### config.mk
export PLATFORM = sky130hd
export DESIGN_NAME = fft_addr_sequencer
export DESIGN_NICKNAME = d
export VERILOG_FILES = /design/src/rtl/fft_pkg.sv /design/src/rtl/fft_bf_addr_gen.sv /design/src/rtl/fft_addr_sequencer.sv
export SDC_FILE = /design/constraint.sdc
export NUM_CORES = 1
export LEC_CHECK = 0
export BUFFER_PORTS_ARGS = -buffer_cell sky130_fd_sc_hd__buf_4
export CAP_MARGIN = 40
export CORE_MARGIN = 2
export CORE_UTILIZATION = 46
export DETAILED_ROUTE_END_ITERATION = 6
export PLACE_DENSITY = 0.68
export SYNTH_ARGS = -nofsm -noshare
export SYNTH_HDL_FRONTEND = slang
export SYNTH_SLANG_ARGS = --single-unit
### constraint.sdc
create_clock -name clk -period 3.1 [get_ports clk]
set_input_delay 0.775 -clock clk [delete_from_list [all_inputs] [get_ports clk]]
set_output_delay 0.775 -clock clk [all_outputs]
set_load 0.01 [all_outputs]
### src/rtl/fft_pkg.sv
// fft_pkg: definitions shared by the FFT address sequencer files.
//   fsm_state_t   - sequencer control states
//   fft_cmd_width - address/command width for an N-point transform
package fft_pkg;

  typedef enum logic [1:0] {
    IDLE  = 2'd0,
    ISSUE = 2'd1,
    DRAIN = 2'd2,
    FIN   = 2'd3
  } fsm_state_t;

  function automatic int fft_cmd_width(input int n);
    return $clog2(n);
  endfunction

endpackage

### src/rtl/fft_bf_addr_gen.sv
// fft_bf_addr_gen: combinational radix-2 butterfly address mapping.
// For stage s and butterfly index j within the stage:
//   half = 2^s, k = j mod half, group = j / half
//   addr_a = group*2*half + k, addr_b = addr_a + half,
//   tf_addr = k << (CMD_WIDTH-1-s)
// Ports:
//   s       in  stage index (0 .. CMD_WIDTH-1)
//   j       in  butterfly index within the stage (0 .. N/2-1)
//   addr_a  out upper operand address
//   addr_b  out lower operand address
//   tf_addr out twiddle ROM address
module fft_bf_addr_gen
  import fft_pkg::*;
#(
  parameter  int N         = 16,
  localparam int CMD_WIDTH = fft_cmd_width(N)
) (
  input  logic [CMD_WIDTH-1:0] s,
  input  logic [CMD_WIDTH-2:0] j,
  output logic [CMD_WIDTH-1:0] addr_a,
  output logic [CMD_WIDTH-1:0] addr_b,
  output logic [CMD_WIDTH-1:0] tf_addr
);

  localparam logic [CMD_WIDTH-1:0] ONE     = CMD_WIDTH'(1);
  localparam logic [CMD_WIDTH-1:0] TOP_BIT = CMD_WIDTH'(CMD_WIDTH - 1);

  logic [CMD_WIDTH-1:0] j_ext;
  logic [CMD_WIDTH-1:0] half;
  logic [CMD_WIDTH-1:0] low_mask;
  logic [CMD_WIDTH-1:0] k;
  logic [CMD_WIDTH-1:0] base;

  // group*2*half equals j with its low s bits cleared, shifted left once;
  // since j < N/2 the shifted value still fits in CMD_WIDTH bits, and bit s
  // of base is always clear, so adding half never carries out.
  always_comb begin
    j_ext    = {1'b0, j};
    half     = ONE << s;
    low_mask = half - ONE;
    k        = j_ext & low_mask;
    base     = (j_ext & ~low_mask) << 1;
    addr_a   = base | k;
    addr_b   = addr_a + half;
    tf_addr  = k << (TOP_BIT - s);
  end

endmodule

### src/rtl/fft_addr_sequencer.sv
// fft_addr_sequencer: in-place radix-2 FFT butterfly address sequencer.
// Runs CMD_WIDTH stages of N/2 butterflies each, pausing BF_LATENCY cycles
// between stages so the butterfly pipeline can drain.
// Optional feature: define FFT_SEQ_ABORT_EN to add the abort input.
// Ports:
//   clk       in  clock, rising edge
//   rst_n     in  asynchronous active-low reset
//   start     in  one-cycle request to run a transform (IDLE only)
//   hold      in  freezes issue while high (ISSUE only)
//   abort     in  (FFT_SEQ_ABORT_EN) cancel the transform, back to IDLE
//   busy      out transform in progress
//   done      out one-cycle completion pulse
//   bf_valid  out a butterfly is issued this cycle
//   rd_addr_a out upper operand address
//   rd_addr_b out lower operand address
//   tf_addr   out twiddle ROM address
//   m_in      out write-back tag {rd_addr_a, rd_addr_b}
//   stage     out current stage index
// All outputs are registered and follow the control state by one cycle.
module fft_addr_sequencer
  import fft_pkg::*;
#(
  parameter  int N          = 16,
  parameter  int BF_LATENCY = 3,
  localparam int CMD_WIDTH  = fft_cmd_width(N)
) (
  input  logic                   clk,
  input  logic                   rst_n,
  input  logic                   start,
  input  logic                   hold,
`ifdef FFT_SEQ_ABORT_EN
  input  logic                   abort,
`endif
  output logic                   busy,
  output logic                   done,
  output logic                   bf_valid,
  output logic [CMD_WIDTH-1:0]   rd_addr_a,
  output logic [CMD_WIDTH-1:0]   rd_addr_b,
  output logic [CMD_WIDTH-1:0]   tf_addr,
  output logic [2*CMD_WIDTH-1:0] m_in,
  output logic [CMD_WIDTH-1:0]   stage
);

  localparam logic [CMD_WIDTH-2:0] J_LAST     = '1;
  localparam logic [CMD_WIDTH-1:0] STAGE_LAST = CMD_WIDTH'(CMD_WIDTH - 1);
  localparam logic [3:0]           DRAIN_LAST = 4'(BF_LATENCY - 1);

  fsm_state_t           state;
  fsm_state_t           state_nxt;
  logic [CMD_WIDTH-2:0] j_cnt;
  logic [CMD_WIDTH-2:0] j_nxt;
  logic [CMD_WIDTH-1:0] stage_cnt;
  logic [CMD_WIDTH-1:0] stage_nxt;
  logic [3:0]           drain_cnt;
  logic [3:0]           drain_nxt;
  logic                 issue_now;
  logic                 busy_nxt;
  logic                 done_nxt;
  logic [CMD_WIDTH-1:0] gen_a;
  logic [CMD_WIDTH-1:0] gen_b;
  logic [CMD_WIDTH-1:0] gen_tf;

  fft_bf_addr_gen #(
    .N(N)
  ) u_addr_gen (
    .s      (stage_cnt),
    .j      (j_cnt),
    .addr_a (gen_a),
    .addr_b (gen_b),
    .tf_addr(gen_tf)
  );

  always_ff @(posedge clk or negedge rst_n) begin
    if (!rst_n) begin
      state     <= IDLE;
      j_cnt     <= '0;
      stage_cnt <= '0;
      drain_cnt <= '0;
    end else begin
      state     <= state_nxt;
      j_cnt     <= j_nxt;
      stage_cnt <= stage_nxt;
      drain_cnt <= drain_nxt;
    end
  end

  // j stops at J_LAST and is only reloaded when a new stage begins, so the
  // counter can never wrap past N/2-1.
  always_comb begin
    state_nxt = state;
    j_nxt     = j_cnt;
    stage_nxt = stage_cnt;
    drain_nxt = drain_cnt;
    issue_now = 1'b0;
    busy_nxt  = (state == ISSUE) || (state == DRAIN);
    done_nxt  = (state == FIN);

    case (state)
      IDLE: begin
        if (start) begin
          state_nxt = ISSUE;
          j_nxt     = '0;
          stage_nxt = '0;
          drain_nxt = '0;
        end
      end
      ISSUE: begin
        if (!hold) begin
          issue_now = 1'b1;
          if (j_cnt == J_LAST) begin
            state_nxt = DRAIN;
            drain_nxt = '0;
          end else begin
            j_nxt = j_cnt + 1'b1;
          end
        end
      end
      DRAIN: begin
        if (drain_cnt == DRAIN_LAST) begin
          if (stage_cnt == STAGE_LAST) begin
            state_nxt = FIN;
          end else begin
            state_nxt = ISSUE;
            stage_nxt = stage_cnt + 1'b1;
            j_nxt     = '0;
          end
        end else begin
          drain_nxt = drain_cnt + 1'b1;
        end
      end
      FIN: begin
        state_nxt = IDLE;
      end
      default: begin
        state_nxt = IDLE;
      end
    endcase

`ifdef FFT_SEQ_ABORT_EN
    // Abort overrides everything else decided above, including hold.
    if (abort && ((state == ISSUE) || (state == DRAIN))) begin
      state_nxt = IDLE;
      j_nxt     = '0;
      stage_nxt = '0;
      drain_nxt = '0;
      issue_now = 1'b0;
      busy_nxt  = 1'b0;
    end
`endif
  end

  // Address registers only load on an issue, so they stay frozen across
  // hold and drain cycles.
  always_ff @(posedge clk or negedge rst_n) begin
    if (!rst_n) begin
      busy      <= 1'b0;
      done      <= 1'b0;
      bf_valid  <= 1'b0;
      rd_addr_a <= '0;
      rd_addr_b <= '0;
      tf_addr   <= '0;
      m_in      <= '0;
      stage     <= '0;
    end else begin
      busy     <= busy_nxt;
      done     <= done_nxt;
      bf_valid <= issue_now;
      stage    <= stage_cnt;
      if (issue_now) begin
        rd_addr_a <= gen_a;
        rd_addr_b <= gen_b;
        tf_addr   <= gen_tf;
        m_in      <= {gen_a, gen_b};
      end
    end
  end

endmodule

==> results of run 1 <==
-- cell type report --
| type | count | area, sq um |
|---|---|---|
| repair buffers | 33 | 248 |
| inverters | 12 | 45.0 |
| flip-flops and latches | 32 | 801 |
| fillers | 341 | 1600 |
| well taps | 48 | 60.1 |
| clock buffers | 6 | 72.6 |
| multi-input cells | 127 | 908 |
| clock inverters | 1 | 5.00 |
-- synth_stat cells (2+ instances only) --
master / instances
ha_1: 13
nand3b_1: 3
a22o_1: 4
nand2b_1: 3
nand2_1: 28
clkbuf_1: 7
buf_4: 8
nand3_1: 2
nor2_1: 6
and3_1: 2
dfrtp_1: 32
a21o_1: 2
or2_2: 2
or4_1: 2
mux2i_1: 6
a21oi_1: 6
xnor2_1: 3
nor2b_1: 4
nor3_1: 2
inv_1: 12
o21ai_0: 15
-- flip-flops by register name (all words and copies together) (netlist names) --
signal and cells:
tf_addr 4, m_in 1, state 2, done 1
j_cnt 3, bf_valid 1, stage 4, stage_cnt 4
rd_addr_b 3, busy 1, drain_cnt 4, rd_addr_a 4
-- how the worst min path moves through the flow --
stage | start | endpoint | cells past startpoint
after floorplan | stage_cnt[2] | stage[2] | 0
after global routing | rst_n | drain_cnt[1] | 1
after CTS | rst_n | drain_cnt[0] | 1
after global placement | tf_addr[0] | tf_addr[0] | 2
final | rst_n | stage[2] | 1
after detailed placement | tf_addr[0] | tf_addr[0] | 2
-- worst max-delay path: stages (launching register included) --
cell	delay, ns
dfrtp_1	0.47
or2_2	0.36
nor3_1	0.31
inv_1	0.09
ha_1	0.26
xnor2_1	0.16
o21ai_0	0.27
ha_1	0.32
a21oi_1	0.18
xnor2_1	0.15
xnor2_1	0.13
o21ai_0	0.08
-- power by group --
| group | switching, uW | internal [uW] | total [uW] |
|---|---|---|---|
| clock network | 143 | 152 | 295 |
| registers | 124 | 550 | 674 |
| logic | 565 | 470 | 1040 |
-- logic make-up after synthesis --
| kind of cell | Yosys count |
|---|---|
| AO/OA/AOI/OAI | 38 |
| multiplexers | 8 |
| adder cells (fa/ha/maj) | 14 |
| buffers and inverters | 27 |
| XOR/XNOR | 4 |
| AND/OR/NAND/NOR | 62 |
| other | 1 |
| flip-flops | 32 |
-- routing by layer --
metal	global-route usage [%]	part of all wire (%)	up-vias
li1	-	-	679
met5	0	0	-
met4	7.65	1.5	0
met1	24.1	46	669
met2	30.0	48	48
met3	4.17	4.9	7
-- metrics by stage --
step | worst slack, ns | hold slack (ns) | area, sq um | utilization (%) | total power (uW)
6_report | 0.168 | 0.422 | 2140 | 57.2 | 2000
4_1_cts | 0.214 | 0.433 | 2140 | 57.2 | 2010
2_1_floorplan | 0.448 | 0.352 | 1840 | - | 1390
3_5_place_dp | 0.213 | 0.473 | 2060 | 55.1 | 1710
3_3_place_gp | 0.378 | 0.465 | 2060 | 55.1 | 1660
5_1_grt | 0.00993 | 0.452 | 2140 | 57.2 | 2170
==> metrics.txt, run 1 <==
chip height=between 60 and 70 um; Skew-Pair Late Insertion Delay=0.28 ns; Setup Skew=0.00606 ns; min cycle time layout=roughly 2.9 ns; CTS tree=built; Routed Antenna Nets=0; Setup TNS Final=0 ns; # nets final=~230; R2R cell count=11; simple logic cell fraction of the synthesized area=19.1%; maximum fanout along the worst path=8; xor and xnor area share after synthesis=under 10%; Tcrit/Tclk final=94.6%; # rows=22; r2r setup slk=0.17 ns; cts repair resizes=0; DRC=0; Synthesized Nets=between 200 and 250; Mapped Cells=approximately 190; Synth Area in Compound Gates=between 10% and 20%; Tot GR Track Use=between 10% and 20%; mux contribution to synthesized area=under 10%; vias=1403; Cells after DPL=~250; top cells by area, synth=dfrtp_1, ha_1, nand2_1; TritonCTS Buffers=5; CP Capture Point=m_in[3]; synthesized area per cell=around 9.9 sq um; post-detail-place hpwl=about 2.7 mm; Slew @ Worst Pin=between 0.5 and 0.6 ns; Ys Warns=0; CTS sink count=32; Initial Util=about 50%; flops & latches, synth=32; async set or reset register ratio after synthesis=between 90% and 100%; H-tree depth=2; RR Endpoint=m_in[3]; Leakage Power=roughly 0.0011 uW; root buf cell=clkbuf_8; post-DR vias/cell=5.42; vias in the first global route=~1400; Hold Crit Class=in2async; critical path class=reg2reg; DIE AREA=0.00452 sq mm; Final Hold Viols=0; initial antenna violation count=0; Core Area=between 0.003 and 0.004 sq mm; Unique masters post-synth=between 40 and 50; Post-Syn Area=between 0.0015 and 0.002 sq mm; Routed WL=3.66 mm; commonest non-fill, non-tap cell in the layout=buf_4; Post-Layout Cell Count=around 260; DR iter-0 viols=82; Setup crit start kind=flip-flop; maximum vdd drop=0.464 mV; status=completed; # setup viols final=0; antenna fix cells=0; largest net degree at the start of global routing=33; fmax=341 MHz; IO Port Bufs=30; first-pass GRT wire length=approximately 6.3 mm; Area growth syn-to-layout=16.2%; main combinational cell family by area after synthesis=simple AND/OR/NAND/NOR gates; Slew Limit Fails=0; fraction of layout cells with a size suffix above 1=a little under a quarter; RSZ-0062 raised after global routing=no; postcts setup bufs=0; GRT Residual Overflow=0; data arrival time of the worst path=3.07 ns; Required @ worst endpoint=approximately 3.2 ns; Worst setup EP type=flip-flop; Die Wd=a little under 70 um; most frequent cells in the layout=buf_4, dfrtp_1, nand2_1; drt wl/cell=between 10 and 15 um; Top FF cell, synth=dfrtp_1; GPL Wtd Cong=0.859; Hold-fix buffers, CTS=0; reg2reg start=stage_cnt[3]; register area share after synthesis=43.5%; clock slew at reported path FFs=~0.060 ns; Longest Clk Path Bufs=2; I/O Pins=31; post-synth top area share=between 40% and 50%; TritonRoute pass-1 iters=4; Post-Synth Adder-Cell Area=under 10%; Synth area leader=dfrtp_1; PD cells=~940 mW/mm^2; max cap viols=0; Setup crit start=stage_cnt[3]; number of synthesized flops with an enable pin=0; Max-slew headroom=60.1%
No activity file was read; power rests on OpenSTA's default activity.
==> inputs of run 2 (changes only) <==
--- a/config.mk
+++ b/config.mk
@@ -5,6 +5,7 @@
 export SDC_FILE = /design/constraint.sdc
 export NUM_CORES = 1
 export LEC_CHECK = 0
+export ABC_AREA = 1
 export BUFFER_PORTS_ARGS = -buffer_cell sky130_fd_sc_hd__buf_4
 export CAP_MARGIN = 40
 export CORE_MARGIN = 2
==> metrics.txt, run 2 <==
min cycle time layout=2.45 ns (was 2.93 ns); Ys Warns=0 (unchanged); count leader, synth=nand2_1 (was dfrtp_1); post-DR vias/cell=4.88 (was 5.42); RSZ-0062 raised after global routing=no (unchanged); fraction of layout cells with a size suffix above 1=22.8% (was 22.7%); register area share after synthesis=43.8% (was 43.5%); postcts setup bufs=0 (unchanged); CTS tree=built (unchanged); commonest non-fill, non-tap cell in the layout=nand2_1 (was buf_4); maximum fanout along the worst path=9 (was 8); DRC=0 (unchanged); clock slew at reported path FFs=0.07 ns (was 0.06 ns); Setup TNS Final=0 ns (unchanged); Unique masters post-synth=33 (was 45); CP max stage cell=dfrtp_1 (unchanged); Post-synth top cells=nand2_1, dfrtp_1, inv_1, nand3_1, ha_1 (was dfrtp_1, nand2_1, o21ai_0, ha_1, inv_1); total length of routed met2 wires=1.54 mm (was 1.74 mm); most frequent CP cell=nand2_1 (was xnor2_1); Setup Skew=0.00994 ns (was 0.00606 ns); met3 WL=162 um (was 178 um); chip height=67.0 um (was 67.3 um); Hold Crit Class=in2async (unchanged); Core Area=0.00374 sq mm (unchanged); top cells by area, synth=dfrtp_1, nand2_1, ha_1 (was dfrtp_1, ha_1, nand2_1); synthesized area per cell=8.74 sq um (was 9.90 sq um); Synth area leader=dfrtp_1 (unchanged); GRT Residual Overflow=0 (unchanged); GPL Wtd Cong=0.815 (was 0.859); DR iter-0 viols=68 (was 82); largest net degree at the start of global routing=33 (unchanged); async set or reset register ratio after synthesis=100% (unchanged); IO Port Bufs=30 (unchanged); vias=1391 (was 1403); Routed WL=3.30 mm (was 3.66 mm); data arrival time of the worst path=2.62 ns (was 3.07 ns); post-detail-place hpwl=2.54 mm (was 2.68 mm); highest metal used=met4 (unchanged); # setup viols final=0 (unchanged); Fillers=353 (was 341); Required @ worst endpoint=3.27 ns (was 3.24 ns); Slew Limit Fails=0 (unchanged); slowest cell delay on critical path=0.51 ns (was 0.47 ns); cts repair resizes=0 (unchanged); Initial Util=48.8% (was 49.2%); critical path's top delay family=simple AND/OR/NAND/NOR gates (unchanged); status=completed (unchanged); max cap viols=0 (unchanged); Post-Route M1 WL=1.52 mm (was 1.68 mm); CTS sink count=32 (unchanged); buffers and inverters on the worst path=2 (was 1); critical path class=reg2reg (unchanged); first-pass GRT wire length=5.66 mm (was 6.30 mm); H-tree depth=2 (unchanged); initial antenna violation count=0 (unchanged); Area after DPL=0.00204 sq mm (was 0.00206 sq mm); fmax=408 MHz (was 341 MHz); drt wl/cell=11.6 um (was 14.1 um); I/O Pins=31 (unchanged); # rows=22 (unchanged); Final Hold Viols=0 (unchanged); antenna fix cells=0 (unchanged); # nets final=254 (was 229); post-synth top area share=43.8% (was 43.5%); Tcrit/Tclk final=79.1% (was 94.6%); DIE AREA=0.00449 sq mm (was 0.00452 sq mm); most frequent cells in the layout=nand2_1, dfrtp_1, buf_4 (was buf_4, dfrtp_1, nand2_1); Setup crit start kind=flip-flop (unchanged); Skew-Pair Late Insertion Delay=0.28 ns (about the same); fin util=57.9% (was 57.2%); area of the multi-input gates=845 sq um (was 908 sq um); Routed Antenna Nets=0 (unchanged); TritonRoute pass-1 iters=4 (unchanged); root buf cell=clkbuf_8 (unchanged); Area growth syn-to-layout=18.6% (was 16.2%); Worst setup EP type=flip-flop (unchanged); vias in the first global route=1298 (was 1356); Tot GR Track Use=17.1% (was 18.6%); Longest Clk Path Bufs=2 (unchanged); design area=0.00217 sq mm (was 0.00214 sq mm); Mapped Cells=209 (was 186); Die Wd=67.0 um (was 67.3 um); Reg area=801 sq um (unchanged); Hold-fix buffers, CTS=0 (unchanged); Leakage Power=0.00114 uW (was 0.00109 uW); PD cells=961 mW/mm^2 (was 937 mW/mm^2); flops & latches, synth=32 (unchanged); maximum vdd drop=0.589 mV (was 0.464 mV); number of synthesized flops with an enable pin=0 (unchanged); Post-Syn Area=0.00183 sq mm (was 0.00184 sq mm); Synthesized Nets=227 (was 204); Top FF cell, synth=dfrtp_1 (unchanged); TritonCTS Buffers=5 (unchanged); worst-path cell chain=inv_1, nor2_4, nand2_1, ha_1, nand3b_1, nand2_1, nand2_1, nand2_1, ha_1, nand2_1, nand2_1, nand3_1, nand2_1, inv_1, nand2_1, nand3_1, nand2_1 (was or2_2, nor3_1, inv_1, ha_1, xnor2_1, o21ai_0, ha_1, a21oi_1, xnor2_1, xnor2_1, o21ai_0)
[run 2: cell types whose count changed in the layout (fill, tap and decap cells not counted), sizes merged, moves of 4 or more]
cell	change
nand2	+24
inv	+17
nand3	+16
mux2i	-6
nor2	+6
nand4	+5
a22o	-4
nor2b	-4
[run 2: cells by family after synthesis]
| group | count (synthesis) | share of synthesized area (%) |
|---|---|---|
| buffers and inverters | 39 | 9.93 |
| other | 1 | 0.205 |
| AO/OA/AOI/OAI | 26 | 8.84 |
| XOR/XNOR | 3 | 1.44 |
| adder cells (fa/ha/maj) | 14 | 10.0 |
| AND/OR/NAND/NOR | 94 | 25.8 |
| flip-flops | 32 | 43.8 |
[run 2: final timing paths]
kind | from | endpoint | slack, ns | depth (start not counted)
max | stage_cnt[0] | m_in[3] | 0.65 | 17
min in group clk | tf_addr[2] | tf_addr[2] | 0.48 | 2
max in group asynchronous | rst_n | m_in[3] | 2.40 | 1
min | rst_n | stage_cnt[1] | 0.41 | 1
max reg2reg | stage_cnt[0] | m_in[3] | 0.65 | 17
min reg2reg | tf_addr[2] | tf_addr[2] | 0.48 | 2
[run 2: layout make-up]
type,instances,area share [%]
inverter,29,5.03
sequential,32,37.0
multi-input combinational,138,39.0
clock buffer,7,4.45
tap,48,2.77
timing repair buffer,30,10.4
clock inverter,1,1.39
[run 2: stage by stage]
step / setup WS, ns / power, uW / hold slack (ns) / instances
after floorplan: 0.955 / 1380 / 0.479 / 209
after global placement: 0.791 / 1640 / 0.469 / 277
after detailed placement: 0.678 / 1670 / 0.468 / 277
after CTS: 0.654 / 2110 / 0.419 / 285
after global routing: 0.391 / 2270 / 0.441 / 285
final: 0.648 / 2080 / 0.412 / 285
[run 2: where the power goes]
group	switching (uW)	leakage (uW)	total (uW)	internal (uW)
sequential	117	0.000424	665	548
clock	145	0.0000645	429	283
combinational	590	0.000650	988	398
[run 2: per-layer routing]
metal / up-vias / global-route usage, %
li1: 721 / -
met1: 626 / 21.5
met2: 37 / 27.8
met3: 7 / 4.05
met4: 0 / 7.65
met5: - / 0
